<file path="config.mk">
export PLATFORM = sky130hd
export DESIGN_NAME = serdes_deserializer
export DESIGN_NICKNAME = d
export VERILOG_FILES = /design/src/rtl/serdes_deserializer.sv
export SDC_FILE = /design/constraint.sdc
export NUM_CORES = 1
export LEC_CHECK = 0
export CORE_UTILIZATION = 49
export CTS_BUF_LIST = sky130_fd_sc_hd__clkbuf_4
export DETAILED_ROUTE_END_ITERATION = 6
export GPL_TIMING_DRIVEN = 0
export PLACE_DENSITY = 0.93
export SLEW_MARGIN = 20
export SYNTH_ARGS = -nofsm -noshare
export SYNTH_HDL_FRONTEND = slang
export SYNTH_SLANG_ARGS = --single-unit
</file>
<file path="constraint.sdc">
create_clock -name clk -period 2.1 [get_ports clk]
set_input_delay 0.315 -clock clk [delete_from_list [all_inputs] [get_ports clk]]
set_output_delay 0.315 -clock clk [all_outputs]
set_load 0.05 [all_outputs]
</file>
<file path="src/rtl/serdes_deserializer.sv">
// serdes_deserializer: packs p_n_samples val/rdy words into one wide val/rdy message
module serdes_deserializer #(
  parameter int p_bit_width = 32,
  parameter int p_n_samples = 8
) (
  input  logic                               clk,
  input  logic                               reset,
  input  logic [p_bit_width-1:0]             recv_msg,
  input  logic                               recv_val,
  output logic                               recv_rdy,
  output logic [p_bit_width*p_n_samples-1:0] send_msg,
  output logic                               send_val,
  input  logic                               send_rdy
);
  localparam int CW = p_n_samples > 1 ? $clog2(p_n_samples) : 1;
  typedef enum logic {COLLECT, FULL} state_t;
  state_t                                        state_q;
  logic [CW-1:0]                                 count_q;
  logic [p_n_samples-1:0][p_bit_width-1:0]       slot_q;
  assign recv_rdy = state_q == COLLECT;
  assign send_val = state_q == FULL;
  assign send_msg = slot_q;
  always_ff @(posedge clk or negedge reset) begin
    if (!reset) begin
      state_q <= COLLECT;
      count_q <= '0;
      slot_q  <= '0;
    end else if (state_q == COLLECT) begin
      if (recv_val) begin
        slot_q[count_q] <= recv_msg;
        count_q         <= count_q == CW'(p_n_samples - 1) ? '0 : count_q + 1'b1;
        state_q         <= count_q == CW'(p_n_samples - 1) ? FULL : COLLECT;
      end
    end else if (send_rdy) begin
      state_q <= COLLECT;
    end
  end
endmodule
</file>
==> summary.txt <==
Clock network
  – Clock slew at reported path FFs: 0.06 ns
  – Clock latency at the later pin of the worst-skew pair: 0.64 ns
  – CTS Root Buffer Type: clkbuf_4
  – CTS Buffer Depth: 3
  – Htree depth: 3
  – Post-CTS Setup Bufs: 0
  – Total clock buffers created by CTS: 70
  – Clock Sinks: 260
  – CTS tree: yes

Yosys
  – Most common cell in the synthesized netlist: dfrtp_1
  – Cell Area, Synth: 9760 um2
  – Synthesis Warnings: 0
  – Ys async rst share: 100%
  – Syn avg cell area: 17.3 um2
  – Seq/Total Area, Yosys: 66.7%
  – Net Count, Synth: 603
  – Area leader, netlist: dfrtp_1
  – Top_reg_cell synth: dfrtp_1
  – Synthesis-stage register bit count: 260
  – Area share of the largest cell type after synthesis: 66.7%
  – Post-synth top cells: dfrtp_1 (260), mux2_2 (241), mux2_1 (18)
  – Cells after Synth: 565
  – Synth top area cells: dfrtp_1 (67%), mux2_2 (28%), mux2_1 (2.1%)
  – Number of synthesized flops with an enable pin: 0
  – Cell variety after synth: 20

STA
  – Slew HR: 58.5%
  – # setup viols final: 0
  – Final worst-path cycle share: 93.7%
  – Final min period: 1.97 ns
  – Final Hold Vio Count: 0
  – Max frequency: 508 MHz
  – Final TNS setup: 0 ns
  – Clk_skew: 0.0266 ns
  – Slew Limit Fails: 0
  – RSZ-0062 raised after global routing: no
  – Least-Margin Pin Slew: 0.623 ns

Global route
  – Number of global-route vias before repair: 6813
  – GRT Total Usage: 25.3%
  – Initial antenna violation count: 1
  – First-pass GRT wire length: 38500 um
  – Largest net degree at the start of global routing: 96
  – Total gr overflow: 0

Detailed routing
  – Routed vias: 6284
  – Avg WL per Cell: 20.3 um
  – Via density: 5.06
  – 1st-iter DRT viols: 122
  – DRT Pass-1 Iters: 4
  – Detailed Route WL: 25300 um
  – Final ANT Viol Nets: 0
  – # DRC: 0

Setup path
  – R2R Setup Slk: 0.14 ns
  – Crit path DAT: 1.65 ns
  – Crit path required time: 1.78 ns
  – Crit-path max cell delay: 0.56 ns
  – CP Cell Sequence: dlygate4sd2_1
  – CP Max Fanout: 5
  – Crit path max-delay family: buffers and inverters
  – Critical Path Sink Type: output port
  – CP Class: flop to output port
  – CP Buf/Inv Count: 1
  – Max stage delay cell, worst path: dlygate4sd2_1
  – Worst setup SP type: flop

Status
  – Status: finished clean

Die
  – Die ar.: 20500 um2
  – Core area: 19500 um2
  – Die X-Extent: 143 um
  – DIE HEIGHT: 143 um
  – Row cnt: 51
  – Initial Utilization: 50.1%
  – Io pins: 294

Layout
  – Layout cells sized above 1: 39.1%
  – Post-route design area: 13600 um2
  – FF/Latch Area: 6510 um2
  – Area Overhead vs Synth: 39.7%
  – Fillcell total: 1385
  – Util after Layout: 70.0%
  – Nets: 971
  – Multi-input gate area: 3070 um2

Placement
  – I/O Buffers: 293
  – Area after DPL: 13100 um2
  – DP HPWL: 17300 um
  – GPL Wtd Cong: 0.729

Min path
  – Hold Path Class: primary input to flop

Flow run
  – Max Cap Viol: 0
logic make-up after synthesis:
group | Yosys count | share of synthesized area (%)
flops | 260 | 66.7
simple gates | 15 | 1.24
mux | 259 | 29.9
fa+ha+maj | 2 | 0.256
compound gates | 1 | 0.0513
buf+inv | 28 | 1.86
routing by layer:
layer / GRT usage, % / share of wire [%]
met5: 0 / 0
met4: 11.3 / 3.2
met3: 8.18 / 6.1
met2: 43.6 / 52
met1: 28.6 / 39
sequential cells by signal, indices dropped and copies added (netlist names):
name	count
send_val	1
send_msg	256
count_q	3
final cells by class:
class	instances	share of cell area (%)
clock inverter	14	0.789
buffer	27	1.30
antenna	1	0.0184
tap	265	2.43
inverter	1	0.0275
timing repair buffer	296	19.6
clock buffer	101	5.56
multi-input combinational	277	22.5
sequential	260	47.7
through the flow:
stage          std cells  hold slack [ns]  setup slack (ns)
5_1_grt             1242            0.216            0.0270
2_1_floorplan        565           0.0194             0.189
6_report            1242            0.261             0.132
3_3_place_gp        1123            0.466            -10.03
3_5_place_dp        1125            0.355            -0.220
4_1_cts             1241            0.196            0.0208
what timing repair did:
item	CTS	global route
setup endpoints to repair	258	1
hold endpoints to repair	79	0
resized for setup	259	1
hold buffers	1	0
final timing paths:
check                                            end  cells after the start                 startpoint
max reg2reg                 send_msg[22]$_DFFE_PN0P_                      5     count_q[2]$_DFFE_PN0P_
min reg2reg                send_msg[198]$_DFFE_PN0P_                      1  send_msg[198]$_DFFE_PN0P_
min in group asynchronous  send_msg[108]$_DFFE_PN0P_                      2                      reset
max                                         send_val                      1         send_val$_DFF_PN0_
min                               send_val$_DFF_PN0_                      2                   send_rdy
max in group asynchronous   send_msg[73]$_DFFE_PN0P_                      3                      reset
placed cells by master, fill, tap and decap left out, types with 3 or more instances in the layout:
cell type          n
dfrtp_1          260
dlygate4sd2_1    257
mux2_2           241
clkbuf_4         101
clkdlybuf4s50_1   34
mux2_1            18
buf_2             16
clkinv_1           8
buf_6              6
buf_4              3
Power is not shown: default switching activity piles up to over one toggle a cycle in this logic, so the estimate is an artifact.
